===== src/rtl/vga_timing_gen.sv =====
// vga_timing_gen: raster-scan timing for a VGA pixel pipeline.
//
// Divides clk down to a pixel-rate enable and sweeps horizontal/vertical
// across the full frame (active + porches + sync), decoding sync, blanking
// and line/frame markers. All outputs are registered.
//
// Optional build macro: VGA_SYNC_DELAY_EN
//   defined   -> hsync/vsync/video_on lag the counters by one pixel, lining
//                them up with a registered pixel generator downstream.
//   undefined -> decodes describe the current counter values.
//
// Ports:
//   clk          in   system clock (only clock)
//   rst_n        in   asynchronous active-low reset
//   horizontal   out  pixel column, 0..H_TOTAL-1
//   vertical     out  line, 0..V_TOTAL-1
//   pix_en       out  one-clk pulse on the first cycle of each pixel
//   hsync        out  horizontal sync, asserted level = SYNC_POL
//   vsync        out  vertical sync, asserted level = SYNC_POL
//   video_on     out  high inside the visible region
//   line_start   out  pulse when horizontal becomes 0
//   frame_start  out  pulse when (horizontal, vertical) becomes (0, 0)

module vga_timing_gen #(
    parameter int unsigned CLK_DIV  = 4,
    parameter int unsigned H_ACTIVE = 640,
    parameter int unsigned H_FP     = 16,
    parameter int unsigned H_SYNC   = 96,
    parameter int unsigned H_BP     = 48,
    parameter int unsigned V_ACTIVE = 480,
    parameter int unsigned V_FP     = 10,
    parameter int unsigned V_SYNC   = 2,
    parameter int unsigned V_BP     = 33,
    parameter bit          SYNC_POL = 1'b0
) (
    input  logic       clk,
    input  logic       rst_n,
    output logic [9:0] horizontal,
    output logic [9:0] vertical,
    output logic       pix_en,
    output logic       hsync,
    output logic       vsync,
    output logic       video_on,
    output logic       line_start,
    output logic       frame_start
);

    localparam int unsigned CNT_W    = 10;
    localparam int unsigned CMP_W    = CNT_W + 1;
    localparam int unsigned H_TOTAL  = H_ACTIVE + H_FP + H_SYNC + H_BP;
    localparam int unsigned V_TOTAL  = V_ACTIVE + V_FP + V_SYNC + V_BP;
    localparam int unsigned HS_START = H_ACTIVE + H_FP;
    localparam int unsigned HS_END   = HS_START + H_SYNC;
    localparam int unsigned VS_START = V_ACTIVE + V_FP;
    localparam int unsigned VS_END   = VS_START + V_SYNC;
    localparam int unsigned DIV_W    = (CLK_DIV > 1) ? $clog2(CLK_DIV) : 1;

    // Reject parameter sets the 10-bit counters cannot represent.
    if (H_TOTAL > 1024 || V_TOTAL > 1024 || CLK_DIV < 1) begin : g_param_check
        $error("vga_timing_gen: totals must be <= 1024 and CLK_DIV >= 1");
    end

    logic [DIV_W-1:0] div_q, div_d;
    logic [CNT_W-1:0] h_q, h_d;
    logic [CNT_W-1:0] v_q, v_d;
    logic             pix_en_q, pix_en_d;
    logic             hsync_q, hsync_d;
    logic             vsync_q, vsync_d;
    logic             video_on_q, video_on_d;
    logic             line_start_q, line_start_d;
    logic             frame_start_q, frame_start_d;

    logic             tick_c;
    logic [CMP_W-1:0] dec_h_c;
    logic [CMP_W-1:0] dec_v_c;

    // Divider, counters and decodes.
    always_comb begin
        div_d         = div_q;
        h_d           = h_q;
        v_d           = v_q;
        hsync_d       = hsync_q;
        vsync_d       = vsync_q;
        video_on_d    = video_on_q;

        // A tick is the edge on which the divider wraps.
        tick_c = (div_q == DIV_W'(CLK_DIV - 1));
        div_d  = tick_c ? '0 : div_q + DIV_W'(1);

        if (tick_c) begin
            if (h_q == CNT_W'(H_TOTAL - 1)) begin
                h_d = '0;
                v_d = (v_q == CNT_W'(V_TOTAL - 1)) ? '0 : v_q + CNT_W'(1);
            end else begin
                h_d = h_q + CNT_W'(1);
            end
        end

        pix_en_d      = tick_c;
        line_start_d  = tick_c && (h_d == '0);
        frame_start_d = tick_c && (h_d == '0) && (v_d == '0);

        // Decode either the incoming pixel (zero delay) or the outgoing one.
        // Compared at CMP_W bits so a window ending at 1024 is representable.
`ifdef VGA_SYNC_DELAY_EN
        dec_h_c = {1'b0, h_q};
        dec_v_c = {1'b0, v_q};
`else
        dec_h_c = {1'b0, h_d};
        dec_v_c = {1'b0, v_d};
`endif

        if (tick_c) begin
            hsync_d = ((dec_h_c >= CMP_W'(HS_START)) && (dec_h_c < CMP_W'(HS_END)))
                      ? SYNC_POL : ~SYNC_POL;
            vsync_d = ((dec_v_c >= CMP_W'(VS_START)) && (dec_v_c < CMP_W'(VS_END)))
                      ? SYNC_POL : ~SYNC_POL;
            video_on_d = (dec_h_c < CMP_W'(H_ACTIVE)) && (dec_v_c < CMP_W'(V_ACTIVE));
        end
    end

    // Reset parks the counters on the last pixel so the first tick lands on (0,0).
    always_ff @(posedge clk or negedge rst_n) begin
        if (!rst_n) begin
            div_q         <= '0;
            h_q           <= CNT_W'(H_TOTAL - 1);
            v_q           <= CNT_W'(V_TOTAL - 1);
            pix_en_q      <= 1'b0;
            hsync_q       <= ~SYNC_POL;
            vsync_q       <= ~SYNC_POL;
            video_on_q    <= 1'b0;
            line_start_q  <= 1'b0;
            frame_start_q <= 1'b0;
        end else begin
            div_q         <= div_d;
            h_q           <= h_d;
            v_q           <= v_d;
            pix_en_q      <= pix_en_d;
            hsync_q       <= hsync_d;
            vsync_q       <= vsync_d;
            video_on_q    <= video_on_d;
            line_start_q  <= line_start_d;
            frame_start_q <= frame_start_d;
        end
    end

    assign horizontal  = h_q;
    assign vertical    = v_q;
    assign pix_en      = pix_en_q;
    assign hsync       = hsync_q;
    assign vsync       = vsync_q;
    assign video_on    = video_on_q;
    assign line_start  = line_start_q;
    assign frame_start = frame_start_q;

endmodule


===== config.mk =====
export PLATFORM = sky130hd
export DESIGN_NAME = vga_timing_gen
export DESIGN_NICKNAME = d
export VERILOG_FILES = /design/src/rtl/vga_timing_gen.sv
export SDC_FILE = /design/constraint.sdc
export NUM_CORES = 1
export LEC_CHECK = 0
export ABC_AREA = 1
export CORE_ASPECT_RATIO = 1.75
export CORE_MARGIN = 2
export CORE_UTILIZATION = 35
export CTS_CLUSTER_SIZE = 28
export DETAILED_ROUTE_END_ITERATION = 6
export PLACE_DENSITY_LB_ADDON = 0.15
export SLEW_MARGIN = 20
export SYNTH_ARGS = -nofsm -noshare
export SYNTH_HDL_FRONTEND = slang
export SYNTH_SLANG_ARGS = --single-unit

===== constraint.sdc =====
create_clock -name clk -period 2.5 [get_ports clk]
set_input_delay 0.375 -clock clk [delete_from_list [all_inputs] [get_ports clk]]
set_output_delay 0.375 -clock clk [all_outputs]
set_load 0.01 [all_outputs]

==> flow_summary.toml, run 1 <==
[global_routing]
overflow = 0
grt_use_total_pct = 18.64
antenna_found_initial = 0
grt_max_degree = 29
grt_pass1_vias = 1810
grt_pass1_wl_mm = 8.307

[place]
dp_hpwl_mm = 3.847
dpl-instance-area_mm2 = 0.002176
portBuffers = 27
place_congestion = 0.8612

[timing]
fin_tns_setup_ps = 0
worst_slew_pin_slew_ps = 389.5
final-max-slew-violation-count = 0
finalClockSkew_ps = 3.481
fin_crit_sh_pct = 89.11
grt_setup_unrepaired = "false"
max_freq_mhz = 448.9
hold_violations = 0
setup_viol = 0
relSlewSlack_pct = 74.03
period_minus_slack_ps = 2228

[die]
die_h_um = 99.44
core-area_mm2 = 0.004977
fp.dieArea_mm2 = 0.005821
ioPinCount = 28
initial_core_util_pct = 36.60
die-width_um = 58.54
num_rows = 34

[yosys]
syn_nets = 276
syn_inst = 270
syn_avg_cell_area_um2 = 6.747
ys_warn_count = 0
yosysSeqAreaShare_pct = 39.29
syn_area_mm2 = 0.001822
yosysUniqueCellTypes = 31
ys_ff_latch = 28

[layout]
drive_gt1_share_pct = 11.59
design_area_mm2 = 0.002231
num_antenna_cells = 0
syn_to_final_growth_pct = 22.46
mostFrequentLayoutCells = "nand2_1 (79), inv_1 (48), nor2_1 (39), clkdlybuf4s50_1 (27), nand3_1 (22)"
final_common_cell = "nand2_1"
final_nets = 309

[route]
ant_nets = 0
drt_wl_total_mm = 4.873
viasPerCell = 4.952
drc_errors = 0
drt_pass1_iterations = 4
wl_per_cell_um = 13.69
drt_iter0_drc = 35
vias = 1763

[setup_path]
r2r_end = "frame_start"
arrival_ps = 2440
cp-start-kind = "flop"
rrSetupSlack_ps = 270
critPathKind = "flop to flop"
reg2regPathDepth = 10
required_ps = 2710
worstPathMaxFanout = 8
critPathCaptureType = "flop"
reg2reg_from = "horizontal[0]"

[min_path]
hold_path_class = "flop to flop"
min_to = "div_q[0]"
worstHoldStart = "div_q[0]"
hold_depth = 1

[clock_tree]
cts_root_buffer = "clkbuf_8"
cts_tree = "built"
cts.clk_slew.worst_paths_ps = 100
h-tree-depth = 1
ctsLongestPathBuffers = 2
cts_hold_buf = 0
numCtsBuffers = 3
cts_setup_buffers = 0
numClockSinks = 28
cts_resized = 0
worstSkewPairLatency_ps = 280

[status]
status = "completed"

[flow_run]
maxCapViolations = 0

[pwr]
vdd_ir_drop_max_uv = 259.2
power_leakage_uw = 0.001134
powerDensity_mw_per_mm2 = 340.4
-- cell families after synthesis --
group | share of synthesized area [%]
compound gates | 3.984
xor+xnor | 1.443
fa+ha+maj | 2.747
buf+inv | 11.47
flops | 39.29
simple gates | 41.07
-- worst max-delay path by stage --
stage / start / endpoint / slack, ps / depth (start not counted)
3_3_place_gp: horizontal[0] / frame_start / 300 / 10
2_1_floorplan: horizontal[0] / video_on / 670 / 12
3_5_place_dp: horizontal[0] / frame_start / 280 / 10
6_report: horizontal[0] / frame_start / 270 / 10
4_1_cts: horizontal[0] / frame_start / 270 / 10
5_1_grt: horizontal[0] / frame_start / 120 / 10
-- flip-flops by register name (all words and copies together) (netlist names) --
name         flops
horizontal      10
vertical        10
div_q            2
frame_start      1
hsync            1
line_start       1
pix_en           1
video_on         1
vsync            1
-- synthesized netlist by cell type --
master,instances,share of area [%]
a21boi_1,1,0.41
a21oi_1,2,0.55
and2_1,1,0.34
and3_1,1,0.34
buf_2,2,0.55
clkbuf_1,1,0.21
dfrtp_1,16,22
dfstp_2,12,17
ha_1,4,2.7
inv_1,48,9.9
inv_2,4,0.82
nand2_1,79,16
nand2_2,3,1.0
nand3_1,22,6.0
nand3b_1,3,1.2
nand4_1,7,2.4
nand4_2,1,0.69
nor2_1,39,8.0
nor2_2,2,0.69
nor2_4,1,0.62
nor3_1,3,0.82
nor3_2,1,0.55
nor3_4,1,0.89
nor3b_1,1,0.41
o211ai_1,1,0.41
o21ai_0,5,1.4
o21ai_1,3,0.82
o21bai_1,1,0.41
or2_2,2,0.69
xnor2_1,1,0.48
xor2_1,2,0.96
-- power breakdown --
group,switching [µW],total (µW),internal [µW]
combinational,9.32,11.7,2.38
sequential,0,454,454
clock,153,294,141
total,162,759,597
-- metal layers --
layer | vias up | wire (µm) | track usage, %
met4 | 0 | 196 | 10.91
li1 | 893 | - | -
met1 | 813 | 1905 | 20.68
met2 | 43 | 2630 | 33.36
met3 | 14 | 140 | 1.430
met5 | - | 0 | 0
-- stage by stage --
step	setup WS, ps	std cells	util [%]	hold WS (ps)	total power [µW]
finish	272.4	356	44.82	449.7	759.5
global route	118.0	356	44.82	496.7	784.5
CTS	265.6	356	44.82	458.9	771.7
detailed placement	283.2	352	43.72	440.8	474.4
global placement	298.3	352	43.72	428.8	474.0
floorplan	665.5	270	-	79.41	461.8
-- final cells by class --
class	instances	area [µm²]
Clock buffer	4	55.05
Fill cell	527	2746
Inverter	52	195.2
Multi-Input combinational cell	187	897.1
Sequential cell	28	715.7
Tap cell	54	67.56
Timing Repair Buffer	31	300.3
-- critical path, stage by stage, from the launching register on --
cell and delay (ps):
dfstp_2 580, ha_1 230, inv_1 80, nor2_1 130, nand4_2 250, nand3b_1 160, and2_1 150, nand2_1 60
nor2_1 190, nand4_1 210, nor2_1 140
(Power assumes the default switching activity.)
==> run 2: changes to the inputs <==
--- a/config.mk
+++ b/config.mk
@@ -7,8 +7,7 @@
 export LEC_CHECK = 0
 export ABC_AREA = 1
 export CORE_ASPECT_RATIO = 1.75
-export CORE_MARGIN = 2
-export CORE_UTILIZATION = 35
+export CORE_UTILIZATION = 54
 export CTS_CLUSTER_SIZE = 28
 export DETAILED_ROUTE_END_ITERATION = 6
 export PLACE_DENSITY_LB_ADDON = 0.15
==> flow_summary.toml, run 2 (synthesis results as in run 1) <==
[timing]
worst_slew_pin_slew_ps = 380.6
fin_tns_setup_ps = 0
hold_violations = 0
max_freq_mhz = 451.7
final-max-slew-violation-count = 0
period_minus_slack_ps = 2214
grt_setup_unrepaired = "false"
setup_viol = 0
fin_crit_sh_pct = 88.56
relSlewSlack_pct = 74.63
finalClockSkew_ps = 11.29

[route]
drt_pass1_iterations = 6
drc_errors = 2
ant_nets = 0
viasPerCell = 5.186
drt_wl_total_mm = 4.603
vias = 1789
drt_iter0_drc = 39
wl_per_cell_um = 13.34

[global_routing]
grt_pass1_wl_mm = 7.707
grt_pass1_vias = 1756
antenna_found_initial = 0
grt_use_total_pct = 29.04
overflow = 0
grt_max_degree = 29

[place]
portBuffers = 27
dpl-instance-area_mm2 = 0.002162
dp_hpwl_mm = 3.538
place_congestion = 0.9639
dp.cells = 341

[layout]
n_fill_cell = 294
postLayoutCoreUtil_pct = 70.33
mostFrequentLayoutCells = "nand2_1 (79), inv_1 (48), nor2_1 (39), clkdlybuf4s50_1 (27), nand3_1 (22)"
final_common_cell = "nand2_1"
num_antenna_cells = 0
multi_input_area_um2 = 897.1
final_nets = 309
syn_to_final_growth_pct = 22.60
drive_gt1_share_pct = 11.59
fin_cells = 345
design_area_mm2 = 0.002233
ff_latch_area_um2 = 715.7

[setup_path]
cp_common_cell = "nand3_1"
required_ps = 2730
worstPathMaxFanout = 5
critPathCaptureType = "flop"
slowest_delay_ps = 580
critPathKind = "flop to flop"
path_cells = "ha_1 > nand2_1 > inv_1 > nand3_1 > nor2_1 > nand3_1 > nand3_1 > nand2_1 > nor2_1 > nand3_1 > nand2_1 > inv_1"
worst_path_max_delay_cell = "dfstp_2"
cp-start-kind = "flop"
arrival_ps = 2440

[clock_tree]
h-tree-depth = 1
cts_tree = "built"
cts_hold_buf = 0
cts_setup_buffers = 0
numCtsBuffers = 3
numClockSinks = 28
cts_root_buffer = "clkbuf_8"
cts_resized = 0
cts.clk_slew.worst_paths_ps = 100
worstSkewPairLatency_ps = 280
ctsLongestPathBuffers = 2

[pwr]
switchingPower_uw = 150.8
p_comb_share_pct = 1.4
switching_share_pct = 18.36
vdd_ir_drop_max_uv = 292.8
power.internal_uw = 670.5
power_leakage_uw = 0.001141
powerDensity_mw_per_mm2 = 367.7
clkPwrFrac_pct = 43.4
seqPwrFrac_pct = 55.2
fin_total_pwr_uw = 821.3

[flow_run]
maxCapViolations = 0

[die]
initial_core_util_pct = 57.37
core-area_mm2 = 0.003176
num_rows = 27
die-width_um = 45.91
die_h_um = 78.84
ioPinCount = 28
fp.dieArea_mm2 = 0.003619

[status]
status = "finished with violations"
failed_checks = "design-rule violations"

[min_path]
hold_path_class = "flop to flop"
run 2: changes by cell type in the layout (fill, tap and decap cells not counted), sizes merged:
| cell | change |
|---|---|
| bufinv | +1 |
| clkbuf | -1 |
run 2: routing by layer:
layer  routed length, µm  part of all wire, %  vias up  global-route usage (%)
li1                    -                    -      895                       -
met1                1808                   39      813                   32.69
met2                2427                   53       65                   50.28
met3                 149                  3.2       16                   3.182
met4                 218                  4.7        0                   15.59
met5                   0                    0        -                       0
run 2: worst paths after layout:
check / startpoint / end / slack, ps / cells past startpoint
min: div_q[0] / div_q[0] / 440 / 1
max in group asynchronous: rst_n / horizontal[9] / 1700 / 2
min reg2reg: div_q[0] / div_q[0] / 440 / 1
max: horizontal[0] / vsync / 290 / 12
min in group asynchronous: rst_n / vertical[5] / 480 / 2
max reg2reg: horizontal[0] / vsync / 290 / 12
run 2: layout make-up:
type	instances	area share [%]
multi-input combinational	187	40.17
timing repair buffer	31	13.45
sequential	28	32.04
clock buffer	3	1.849
tap	43	2.409
clock inverter	1	1.345
inverter	52	8.739
run 2: per-stage QoR:
step           hold slack (ps)  setup slack [ps]
6_report                 441.5             286.1
4_1_cts                  449.6             305.4
3_5_place_dp             435.3             317.1
3_3_place_gp             418.2             326.7
2_1_floorplan            79.41             665.5
5_1_grt                  468.4             99.33
run 2: power groups by stage:
stage	Sequential, µW	Combinational [µW]	Clock, µW
5_1_grt	454	13.1	385
6_report	454	11.2	356
4_1_cts	454	11.9	361
3_5_place_dp	462	11.9	0
3_3_place_gp	462	11.5	0
2_1_floorplan	462	0.000661	0
run 2: critical path, delay by kind of cell, from the launching register on:
family	cells	cell delay, ps
adders and majority gates	1	260
buffers and inverters	2	120
DFF	1	580
and+or+nand+nor	9	1210
==> run 3: changes to the inputs <==
--- a/config.mk
+++ b/config.mk
@@ -8,8 +8,9 @@
 export ABC_AREA = 1
 export CORE_ASPECT_RATIO = 1.75
 export CORE_UTILIZATION = 54
-export CTS_CLUSTER_SIZE = 28
+export CTS_CLUSTER_SIZE = 20
 export DETAILED_ROUTE_END_ITERATION = 6
+export GPL_ROUTABILITY_DRIVEN = 0
 export PLACE_DENSITY_LB_ADDON = 0.15
 export SLEW_MARGIN = 20
 export SYNTH_ARGS = -nofsm -noshare
==> flow_summary.toml, run 3 (synthesis results as in run 1) <==
[status]
status = "completed"

[clock_tree]
numClockSinks = 28
h-tree-depth = 1
numCtsBuffers = 3
cts.clk_slew.worst_paths_ps = 100
cts_hold_buf = 0
worstSkewPairLatency_ps = 280
cts_tree = "built"
ctsLongestPathBuffers = 2
cts_resized = 0
cts_root_buffer = "clkbuf_8"
cts_setup_buffers = 0

[route]
ant_nets = 0
drt_wl_total_mm = 4.484
drt_pass1_iterations = 4
drc_errors = 0
viasPerCell = 5.238
vias = 1802
wl_per_cell_um = 13.03
drt_iter0_drc = 62

[die]
die-width_um = 45.91
core-area_mm2 = 0.003176
die_h_um = 78.84
fp.dieArea_mm2 = 0.003619
initial_core_util_pct = 57.37
num_rows = 27
ioPinCount = 28

[pwr]
powerDensity_mw_per_mm2 = 339.0
vdd_ir_drop_max_uv = 348.4
power_leakage_uw = 0.001128

[global_routing]
antenna_found_initial = 0
grt_use_total_pct = 28.60
overflow = 0
grt_pass1_vias = 1706
grt_max_degree = 29
grt_pass1_wl_mm = 7.624

[setup_path]
critPathKind = "flop to flop"
cp-start-kind = "flop"
required_ps = 2720
cp_common_cell = "nor2_1"
slowest_delay_ps = 580
worstPathMaxFanout = 8
path_cells = "ha_1 > inv_1 > nor2_1 > nand4_2 > nand3b_1 > and2_1 > nand2_1 > nor2_1 > nand4_1 > nor2_1"
path_delay_family = "simple AND/OR/NAND/NOR gates"
arrival_ps = 2480
critPathCaptureType = "flop"
path_buf_inv = 1
worst_path_max_delay_cell = "dfstp_2"

[timing]
worst_slew_pin_slew_ps = 352.3
period_minus_slack_ps = 2263
final-max-slew-violation-count = 0
relSlewSlack_pct = 76.51
fin_tns_setup_ps = 0
setup_viol = 0
grt_setup_unrepaired = "false"
finalClockSkew_ps = 4.183
max_freq_mhz = 441.8
fin_crit_sh_pct = 90.54
hold_violations = 0

[layout]
num_antenna_cells = 0
final_common_cell = "nand2_1"
postLayoutCoreUtil_pct = 69.58
final_nets = 308
mostFrequentLayoutCells = "nand2_1 (79), inv_1 (48), nor2_1 (39), clkdlybuf4s50_1 (27), nand3_1 (22)"
drive_gt1_share_pct = 11.30
syn_to_final_growth_pct = 21.29
n_fill_cell = 309

[place]
portBuffers = 27
dp_hpwl_mm = 3.531

[flow_run]
maxCapViolations = 0

[min_path]
hold_path_class = "flop to flop"
==> run 3: final timing paths <==
path                                    start           to  slack (ps)  cells past startpoint
worst max-delay path            horizontal[0]  frame_start         240                     10
worst max register to register  horizontal[0]  frame_start         240                     10
worst min-delay path                 div_q[0]     div_q[0]         430                      1
max in group asynchronous               rst_n        hsync        1720                      2
worst min register to register       div_q[0]     div_q[0]         430                      1
min in group asynchronous               rst_n  vertical[4]         480                      2
==> run 3: final cells by class <==
class / count / area (µm²) / share of cell area, %
clock buffers: 4 / 55.05 / 2.492
multi-input cells: 187 / 897.1 / 40.60
repair buffers: 30 / 292.8 / 13.25
flip-flops and latches: 28 / 715.7 / 32.39
well taps: 43 / 53.80 / 2.435
inverters: 52 / 195.2 / 8.834
==> run 3: metrics by stage <==
stage / total power [µW] / hold WS (ps) / area (µm²) / instances / worst slack, ps
finish: 749.0 / 433.5 / 2210 / 344 / 236.6
global route: 769.5 / 474.8 / 2210 / 344 / 92.88
CTS: 751.5 / 431.9 / 2210 / 344 / 279.5
detailed placement: 473.3 / 418.8 / 2155 / 340 / 324.5
global placement: 473.2 / 412.3 / 2155 / 340 / 333.4
floorplan: 461.8 / 79.41 / 1822 / 270 / 665.5
==> run 3: layer usage <==
metal	up-vias	GRT usage, %	wire length (µm)
met4	0	15.88	169
met3	16	2.500	217
li1	890	-	-
met2	69	48.73	2413
met5	-	0	0
met1	827	33.14	1683
==> run 3: power by group <==
group | switching [µW] | internal, µW | leakage (µW)
clock | 143 | 141 | 0.0000288
sequential | 0 | 454 | 0.000339
combinational | 8.64 | 2.40 | 0.000761
